$ cat config.mk
export PLATFORM = sky130hd
export DESIGN_NAME = player_shot_ctrl_flat
export DESIGN_NICKNAME = d
export VERILOG_FILES = /design/src/rtl/player_shot_ctrl_if.sv /design/src/rtl/player_shot_ctrl.sv /design/src/flat_wrapper.sv
export SDC_FILE = /design/constraint.sdc
export NUM_CORES = 1
export LEC_CHECK = 0
export ABC_AREA = 1
export CORE_MARGIN = 2
export CORE_UTILIZATION = 55
export DETAILED_ROUTE_END_ITERATION = 10
export HOLD_SLACK_MARGIN = 0.12
export PLACE_DENSITY_LB_ADDON = 0.2
export SLEW_MARGIN = 20
export SYNTH_ARGS = -nofsm -noshare
export SYNTH_HDL_FRONTEND = slang
export SYNTH_SLANG_ARGS = --single-unit
$ cat constraint.sdc
create_clock -name frame_clk -period 4.24 [get_ports frame_clk]
set_input_delay 0.636 -clock frame_clk [delete_from_list [all_inputs] [get_ports frame_clk]]
set_output_delay 0.636 -clock frame_clk [all_outputs]
set_load 0.01 [all_outputs]
$ cat src/rtl/player_shot_ctrl_if.sv
// Interface: player_shot_ctrl_if
//
// Groups the keyboard/player inputs and the shot outputs of player_shot_ctrl.
//   keycode        8   current keyboard keycode
//   player_X       10  player centre X
//   hit            1   collision report for the shot this frame
//   shot_x/shot_y  10  shot position
//   shot_active    1   shot in flight
//   shot_exploding 1   explosion shown at shot position
//   shot_fired     1   one-frame launch pulse
//   ready          1   controller idle, a fire-key edge would launch
// master: the shot controller. slave: the surrounding game logic / bench.
interface player_shot_ctrl_if;
  logic [7:0] keycode;
  logic [9:0] player_X;
  logic       hit;
  logic [9:0] shot_x;
  logic [9:0] shot_y;
  logic       shot_active;
  logic       shot_exploding;
  logic       shot_fired;
  logic       ready;

  modport master (
    input  keycode, player_X, hit,
    output shot_x, shot_y, shot_active, shot_exploding, shot_fired, ready
  );

  modport slave (
    output keycode, player_X, hit,
    input  shot_x, shot_y, shot_active, shot_exploding, shot_fired, ready
  );
endinterface

$ cat src/rtl/player_shot_ctrl.sv
// Module: player_shot_ctrl
//
// Sequences the player's single laser shot, one step per frame: launch on a fire-key
// edge, fly upward, end on hit or at the top, show an explosion after a hit, then
// hold off for a cooldown before the next shot.
//   frame_clk  once-per-frame clock, rising edge
//   Reset      asynchronous, active-high
//   bus        player_shot_ctrl_if.master (key/player/hit in, shot outputs out)
module player_shot_ctrl #(
  parameter logic [7:0] FIRE_KEY        = 8'h2C,
  parameter logic [9:0] SHOT_Y_START    = 10'd440,
  parameter logic [9:0] SHOT_Y_MIN      = 10'd0,
  parameter logic [9:0] SHOT_STEP       = 10'd4,
  parameter logic [7:0] EXPLODE_FRAMES  = 8'd8,
  parameter logic [7:0] COOLDOWN_FRAMES = 8'd15
) (
  input logic                frame_clk,
  input logic                Reset,
  player_shot_ctrl_if.master bus
);

  typedef enum logic [1:0] {StIdle, StFly, StHit, StCool} state_e;

  // One extra bit so the top-of-screen limit cannot overflow.
  localparam logic [10:0] TopLimit = {1'b0, SHOT_Y_MIN} + {1'b0, SHOT_STEP};

  state_e     state_q, state_d;
  logic [9:0] x_q, x_d;
  logic [9:0] y_q, y_d;
  logic       active_q, active_d;
  logic       expl_q, expl_d;
  logic       fired_q, fired_d;
  logic [7:0] cnt_q, cnt_d;
  logic [7:0] key_prev_q;
  logic       fire_edge;

  assign fire_edge = (bus.keycode == FIRE_KEY) && (key_prev_q != FIRE_KEY);

  always_comb begin
    state_d  = state_q;
    x_d      = x_q;
    y_d      = y_q;
    active_d = active_q;
    expl_d   = expl_q;
    fired_d  = 1'b0;
    cnt_d    = cnt_q;
    case (state_q)
      StIdle: begin
        if (fire_edge) begin
          x_d      = bus.player_X;
          y_d      = SHOT_Y_START;
          active_d = 1'b1;
          fired_d  = 1'b1;
          state_d  = StFly;
        end
      end
      StFly: begin
        // Hit wins over reaching the top in the same frame.
        if (bus.hit) begin
          active_d = 1'b0;
          expl_d   = 1'b1;
          cnt_d    = EXPLODE_FRAMES - 8'd1;
          state_d  = StHit;
        end else if ({1'b0, y_q} < TopLimit) begin
          // Another step would pass the top: miss, y stays put.
          active_d = 1'b0;
          cnt_d    = COOLDOWN_FRAMES - 8'd1;
          state_d  = StCool;
        end else begin
          y_d = y_q - SHOT_STEP;
        end
      end
      StHit: begin
        if (cnt_q == 8'd0) begin
          expl_d  = 1'b0;
          cnt_d   = COOLDOWN_FRAMES - 8'd1;
          state_d = StCool;
        end else begin
          cnt_d = cnt_q - 8'd1;
        end
      end
      StCool: begin
        if (cnt_q == 8'd0) begin
          state_d = StIdle;
        end else begin
          cnt_d = cnt_q - 8'd1;
        end
      end
      default: begin
        state_d  = StIdle;
        active_d = 1'b0;
        expl_d   = 1'b0;
        cnt_d    = 8'd0;
      end
    endcase
  end

  always_ff @(posedge frame_clk or posedge Reset) begin
    if (Reset) begin
      state_q    <= StIdle;
      x_q        <= 10'd0;
      y_q        <= SHOT_Y_START;
      active_q   <= 1'b0;
      expl_q     <= 1'b0;
      fired_q    <= 1'b0;
      cnt_q      <= 8'd0;
      key_prev_q <= 8'd0;
    end else begin
      state_q    <= state_d;
      x_q        <= x_d;
      y_q        <= y_d;
      active_q   <= active_d;
      expl_q     <= expl_d;
      fired_q    <= fired_d;
      cnt_q      <= cnt_d;
      key_prev_q <= bus.keycode;
    end
  end

  assign bus.shot_x         = x_q;
  assign bus.shot_y         = y_q;
  assign bus.shot_active    = active_q;
  assign bus.shot_exploding = expl_q;
  assign bus.shot_fired     = fired_q;
  assign bus.ready          = (state_q == StIdle);

endmodule

$ cat src/flat_wrapper.sv
// flat-port wrapper written by rule: the top's interface ports become plain ports
module player_shot_ctrl_flat 
#(
  parameter logic [7:0] FIRE_KEY        = 8'h2C,
  parameter logic [9:0] SHOT_Y_START    = 10'd440,
  parameter logic [9:0] SHOT_Y_MIN      = 10'd0,
  parameter logic [9:0] SHOT_STEP       = 10'd4,
  parameter logic [7:0] EXPLODE_FRAMES  = 8'd8,
  parameter logic [7:0] COOLDOWN_FRAMES = 8'd15
)
  (frame_clk, Reset, bus_keycode, bus_player_X, bus_hit, bus_shot_x, bus_shot_y, bus_shot_active, bus_shot_exploding, bus_shot_fired, bus_ready);
  player_shot_ctrl_if bus_i ();
  input logic frame_clk;
  input logic Reset;
  input wire logic [$bits(bus_i.keycode)-1:0] bus_keycode;
  input wire logic [$bits(bus_i.player_X)-1:0] bus_player_X;
  input wire logic [$bits(bus_i.hit)-1:0] bus_hit;
  output wire logic [$bits(bus_i.shot_x)-1:0] bus_shot_x;
  output wire logic [$bits(bus_i.shot_y)-1:0] bus_shot_y;
  output wire logic [$bits(bus_i.shot_active)-1:0] bus_shot_active;
  output wire logic [$bits(bus_i.shot_exploding)-1:0] bus_shot_exploding;
  output wire logic [$bits(bus_i.shot_fired)-1:0] bus_shot_fired;
  output wire logic [$bits(bus_i.ready)-1:0] bus_ready;
  assign bus_i.keycode = bus_keycode;
  assign bus_i.player_X = bus_player_X;
  assign bus_i.hit = bus_hit;
  assign bus_shot_x = bus_i.shot_x;
  assign bus_shot_y = bus_i.shot_y;
  assign bus_shot_active = bus_i.shot_active;
  assign bus_shot_exploding = bus_i.shot_exploding;
  assign bus_shot_fired = bus_i.shot_fired;
  assign bus_ready = bus_i.ready;
  player_shot_ctrl #(.FIRE_KEY(FIRE_KEY), .SHOT_Y_START(SHOT_Y_START), .SHOT_Y_MIN(SHOT_Y_MIN), .SHOT_STEP(SHOT_STEP), .EXPLODE_FRAMES(EXPLODE_FRAMES), .COOLDOWN_FRAMES(COOLDOWN_FRAMES)) u_core (.frame_clk(frame_clk), .Reset(Reset), .bus(bus_i));
endmodule
==> results of run 1 <==
[cells by family after synthesis]
kind of cell	synth area share [%]
and+or+nand+nor	38.4
DFF	46.0
buffers and inverters	6.98
AOI/OAI and AO/OA	3.64
adders and majority gates	3.52
xor gates and xnor gates	1.23
other	0.176
[layout by cell type (no fill, tap or decap), drive strengths merged]
cell	Yosys	final
o211ai	1	1
conb	1	2
a21oi	1	1
clkdlybuf4s50	0	42
xor2	2	2
o2bb2ai	1	1
and3	1	1
dfrtp	34	34
and2	1	1
or2	2	2
clkinv	0	1
nand3b	2	2
nand4	8	8
o21ai	6	6
buf	5	2
dfstp	5	5
nand3	27	27
inv	29	30
nor2	24	24
bufinv	0	1
ha	6	6
clkbuf	1	5
xnor2	1	1
nand2	119	119
[through the flow]
step | hold slack, ns | area (um2) | utilization (%)
floorplan | 0.471 | 2140 | -
global placement | 0.457 | 2590 | 70.3
detailed placement | 0.471 | 2590 | 70.3
CTS | 0.492 | 2710 | 73.4
global route | 0.509 | 2710 | 73.4
finish | 0.483 | 2710 | 73.4
[metal layers]
layer  wire, um  GRT usage (%)
met2       2410           42.9
met5          0              0
met4        130           13.0
met3        183           4.26
met1       2050           27.3
[cell type report]
cell class	count	area, um2
clock buffer	5	68.8
clock inverter	3	47.5
fill	293	980
inverter	29	109
multi-input combinational	204	1010
sequential	39	982
tap	48	60.1
timing repair buffer	44	435
[cell usage after synthesis, drive strengths merged (2+ instances only)]
| library cell | count |
|---|---|
| nand2 | 119 |
| dfrtp | 34 |
| inv | 29 |
| nand3 | 27 |
| nor2 | 24 |
| nand4 | 8 |
| ha | 6 |
| o21ai | 6 |
| buf | 5 |
| dfstp | 5 |
| nand3b | 2 |
| or2 | 2 |
| xor2 | 2 |
[power breakdown]
group	internal (mW)	total (mW)	switching, mW
combinational	0.380	0.958	0.578
clock	0.178	0.323	0.145
sequential	0.496	0.607	0.111
[how the worst max path moves through the flow]
| stage | startpoint | end |
|---|---|---|
| 3_5_place_dp | bus_keycode[7] | u_core.bus.shot_y[6] |
| 5_1_grt | bus_keycode[7] | u_core.bus.shot_y[6] |
| 2_1_floorplan | Reset | u_core.bus.shot_active |
| 4_1_cts | u_core.state_q[0] | bus_ready |
| 6_report | u_core.state_q[0] | bus_ready |
| 3_3_place_gp | bus_keycode[7] | u_core.bus.shot_y[6] |
[sequential cells by signal, summed over array words and instances (netlist names)]
name,cells
u_core.bus.shot_x,10
u_core.bus.shot_y,8
u_core.cnt_q,8
u_core.key_prev_q,8
u_core.state_q,2
u_core.bus.shot_active,1
u_core.bus.shot_exploding,1
u_core.bus.shot_fired,1
[worst register-to-register path, delay by kind of cell, from the launching register on]
| kind | cells | cell delay, ns |
|---|---|---|
| buf+inv | 2 | 0.20 |
| flops | 1 | 0.44 |
| simple gates | 4 | 0.65 |
| compound gates | 1 | 0.05 |
| fa+ha+maj | 1 | 0.42 |
==> metrics.yaml, run 1 <==
dr.pass1.iters: 4
synth.avg_cell_area_um2: 7.70
yosysTopAreaCell: "dfrtp_1"
die_x_um: 66.3
synth-edff-count: 0
r2r-start: "u_core.state_q[1]"
async_reset_ff_share_pct: 100
synth_area_leaders: "dfrtp_1, nand2_1, dfstp_2, nand3_1, inv_1"
dpl.hpwl_mm: 3.55
slew_viol_final: 0
routedWlPerCell_um: 12.8
min_period_ns: 2.30
nets: 350
avgViaCountPerCell: 5.17
num_rows: 22
design.die.area_um2: 4390
drtAntennaViolNets: 0
routed_wl_mm: 4.77
irDropWorstVdd_mv: 0.386
critPathRequiredTime_ns: 3.60
die_h_um: 66.3
critical-path-top-delay-family: "buffers and inverters"
r2r_end: "u_core.cnt_q[1]"
finalSetupViolCount: 0
rsz0062_at_grt: "false"
place_inst: 364
cts_buffer_depth: 2
path_class: "flip-flop to output pin"
arrival_ns: 1.67
fmax_mhz: 434
cts_root_buf: "clkbuf_8"
synth_ff_type: "dfrtp_1"
holdPathStages: 2
numPortBuffers: 42
fin_tns_setup_ns: 0
worst_slew_pin_slew_ns: 0.645
pin_count: 45
ys_warn_count: 0
crit_fanout: 4
ctsHoldBuffers: 0
r2r_cells: 8
ys_seq_elements: 39
tritoncts: "built"
p_per_area_nw_per_um2: 697
cts.repair.resized: 0
drc: 0
dp_slack_ns: 1.80
ys_types: 31
via_count: 1925
grt_pass1_wl_mm: 8.01
power_leakage_nw: 1.38
path_clk_slew_ns: 0.08
gp_congestion: 0.874
fin_cells: 372
clock_skew_ns: 0.00502
fin_ws_ns: 1.94
grt_max_degree: 19
period_share_pct: 54.3
core-area_um2: 3690
htreeDepth: 2
drive_gt1_share_pct: 10.5
area_growth_pct: 27.0
reg2reg_setup_slack_ns: 2.41
worstSetupPathDepth: 3
hold_viol: 0
synthCells: 277
whs_endpoint: "u_core.bus.shot_x[0]"
path_cells: "inv_1 -> ha_1 -> clkdlybuf4s50_1"
outcome: "finished clean"
cts.sinks: 39
grt.overflow.total: 0
numCtsBuffers: 5
clock_latency_ns: 0.30
hp-class: "flip-flop to flip-flop"
grt_usage_pct: 24.2
start_util_pct: 57.8
grt_pass1_vias: 1889
worstHoldStart: "u_core.bus.shot_x[0]"
crit_slowest_cell: "clkdlybuf4s50_1"
total_power_mw: 1.89
max-slew-margin-rel_pct: 56.9
max_stage_delay_ns: 0.57
cp-end-kind: "output pin"
netlist_area_um2: 2130
n_antenna_cell: 0
cp-start-kind: "flip-flop"
path_buf_inv: 2
drtIter0Drc: 163
drv_cap: 0
synth_seq_area_share_pct: 46.0
grt_antenna_before_repair: 0
synth_top_area_share_pct: 39.9
cts_setup_buffers: 0
Note: power is estimated with default switching activity, not from simulation.
==> run 2: changes to the inputs <==
- CORE_UTILIZATION: 55 -> 46
- clock period: 4.24 -> 2 ns (I/O delays scaled with it)
==> run 2 against run 1 <==
Compared with the run above:
- sequential cell count unchanged
- wire length down 7.4%
- final area up 1.6%
- cell count up 1.3%
- critical endpoint is now bus_shot_y[5]
- register-to-register slack worse by 2.0 ns
- clock power up 140%
- largest power group unchanged
- critical path type unchanged
==> metrics.yaml, run 2 (same netlist as run 1, synthesis figures left out) <==
die_x_um: 72.1  # was 66.3 um
cts_root_buf: "clkbuf_8"  # unchanged
multiInputGateArea_um2: 1010  # unchanged
core-area_um2: 4410  # was 3690 um2
p_seq_share_pct: 31.5  # was 32.1%
largest_reg_flops: 10  # unchanged
path_cells: "clkdlybuf4s50_1"  # was inv_1 -> ha_1 -> clkdlybuf4s50_1
period_share_pct: 87.5
clock_latency_ns: 0.29  # was 0.30 ns
cts_buffer_depth: 2  # unchanged
fin_cells: 377  # was 372
max_stage_delay_ns: 0.60  # was 0.57 ns
n_antenna_cell: 0  # unchanged
final_common_cell: "nand2_1"  # unchanged
crit_fanout: 6  # was 4
routed_wl_mm: 4.42  # was 4.77 mm
outcome: "finished clean"  # unchanged
grt_usage_pct: 18.9  # was 24.2%
area_growth_pct: 29.0  # was 27.0%
htreeDepth: 2  # unchanged
drtAntennaViolNets: 0  # unchanged
min_period_ns: 1.75
num_rows: 24  # was 22
routedWlPerCell_um: 11.7  # was 12.8 um
avgViaCountPerCell: 5.03  # was 5.17
drive_gt1_share_pct: 10.5  # about the same
hold_viol: 0  # unchanged
dr.pass1.iters: 4  # unchanged
critPathRequiredTime_ns: 1.70  # was 3.60 ns
pin_count: 45  # unchanged
hp-class: "input port to asynchronous set/reset pin"  # was flip-flop to flip-flop
grt_pass1_vias: 1778  # was 1889
path_class: "flip-flop to output pin"  # unchanged
total_power_mw: 4.07  # was 1.89 mW
p_per_area_nw_per_um2: 1480  # was 697 nW/um2
arrival_ns: 1.45  # was 1.67 ns
drv_cap: 0  # unchanged
cp-end-kind: "output pin"  # unchanged
regArea_um2: 982  # unchanged
p_sw_mw: 1.70  # was 0.834 mW
drc: 0  # unchanged
start_util_pct: 48.3  # was 57.8%
numPortBuffers: 42  # unchanged
tritoncts: "built"  # unchanged
fmax_mhz: 571
fin_tns_setup_ns: 0  # unchanged
final_util_pct: 62.4  # was 73.4%
cp-start-kind: "flip-flop"  # unchanged
grt_pass1_wl_mm: 7.65  # was 8.01 mm
slew_viol_final: 0  # unchanged
cts.sinks: 39  # unchanged
combPwrFrac_pct: 49.5  # was 50.8%
power_leakage_nw: 1.41  # was 1.38 nW
clockPowerShare_pct: 19.0  # was 17.1%
switching_share_pct: 41.9  # was 44.1%
power.internal_mw: 2.36  # was 1.05 mW
grt.overflow.total: 0  # unchanged
gp_congestion: 0.873  # was 0.874
numCtsBuffers: 5  # unchanged
layout_common_cells: "nand2_1, clkdlybuf4s50_1, dfrtp_1"  # unchanged
clock_skew_ns: 0.00916  # was 0.00502 ns
finalSetupViolCount: 0  # unchanged
cts_setup_buffers: 0  # unchanged
design.die.area_um2: 5200  # was 4390 um2
path_buf_inv: 1  # was 2
startpoint: "u_core.bus.shot_y[5]"  # was u_core.state_q[0]
nets: 351  # was 350
irDropWorstVdd_mv: 0.555  # was 0.386 mV
fillers: 380  # was 293
grt_antenna_before_repair: 0  # unchanged
drtIter0Drc: 112  # was 163
dpl.hpwl_mm: 3.27  # was 3.55 mm
path_clk_slew_ns: 0.08  # about the same
via_count: 1895  # was 1925
die_h_um: 72.1  # was 66.3 um
grt_max_degree: 30  # was 19
place_inst: 369  # was 364
critical-path-top-delay-family: "flip-flops"  # was buffers and inverters
crit_slowest_cell: "dfstp_2"  # was clkdlybuf4s50_1
r2r-start: "u_core.bus.shot_y[3]"  # was u_core.state_q[1]
rsz0062_at_grt: "false"  # unchanged
run 2: cell types whose count changed in the layout (fill, tap and decap cells not counted), sizes merged:
cell / previous run / this run
bufinv: 1 / 2
inv: 30 / 29
dlymetal6s2s: 0 / 1
clkdlybuf4s50: 42 / 41
buf: 2 / 3
clkbuf: 5 / 6
clkinv: 1 / 0
run 2: power by group through the flow:
stage                     clock network [mW]  registers (mW)  logic [mW]
after floorplan                            0            1.29        1.40
after global placement                     0            1.29        1.96
after detailed placement                   0            1.29        2.02
after CTS                              0.791            1.28        2.03
after global routing                   0.824            1.32        2.28
final                                  0.773            1.28        2.01
run 2: path summary, 6_finish.rpt:
kind	to	slack, ns	cells past startpoint
worst max register to register	u_core.bus.shot_y[2]	0.37	8
worst max-delay path	bus_shot_y[5]	0.25	1
max in group asynchronous	u_core.bus.shot_y[7]	1.13	3
min in group frame_clk	u_core.key_prev_q[4]	0.47	1
worst min register to register	u_core.bus.shot_x[2]	0.49	2
worst min-delay path	u_core.cnt_q[0]	0.29	2
run 2: stage by stage:
| step | setup WS, ns | hold slack, ns | instance area [um2] |
|---|---|---|---|
| 2_1_floorplan | 0.500 | 0.331 | 2140 |
| 5_1_grt | 0.211 | 0.329 | 2750 |
| 3_5_place_dp | 0.185 | 0.466 | 2620 |
| 4_1_cts | 0.0408 | 0.299 | 2750 |
| 6_report | 0.249 | 0.290 | 2750 |
| 3_3_place_gp | 0.246 | 0.464 | 2620 |
run 2: layout make-up:
class / instances / area share (%)
timing repair buffer: 45 / 16.6
multi-input combinational: 204 / 36.5
sequential: 39 / 35.7
clock buffer: 6 / 2.64
tap: 52 / 2.36
clock inverter: 2 / 2.18
inverter: 29 / 3.95
run 2: metal layers:
layer  track usage [%]  part of all wire (%)  vias up  wire length, um
met1              23.6                    44      878             1930
met4              5.66                   1.1        0               49
met3              5.83                   6.9        6              304
met5                 0                     0        -                0
met2              31.6                    48       57             2140
li1                  -                     -      954                -
run 2: timing repair:
| action | CTS | global route |
|---|---|---|
| endpoints found under the setup margin | 0 | 1 |
| hold buffers | 0 | 0 |
| resized for setup | 0 | 1 |
==> run 3: changes to the inputs <==
- TNS_END_PERCENT: not set -> 20
==> results of run 3 <==
Final layout, timing and power as in run 2 (identical DEF).
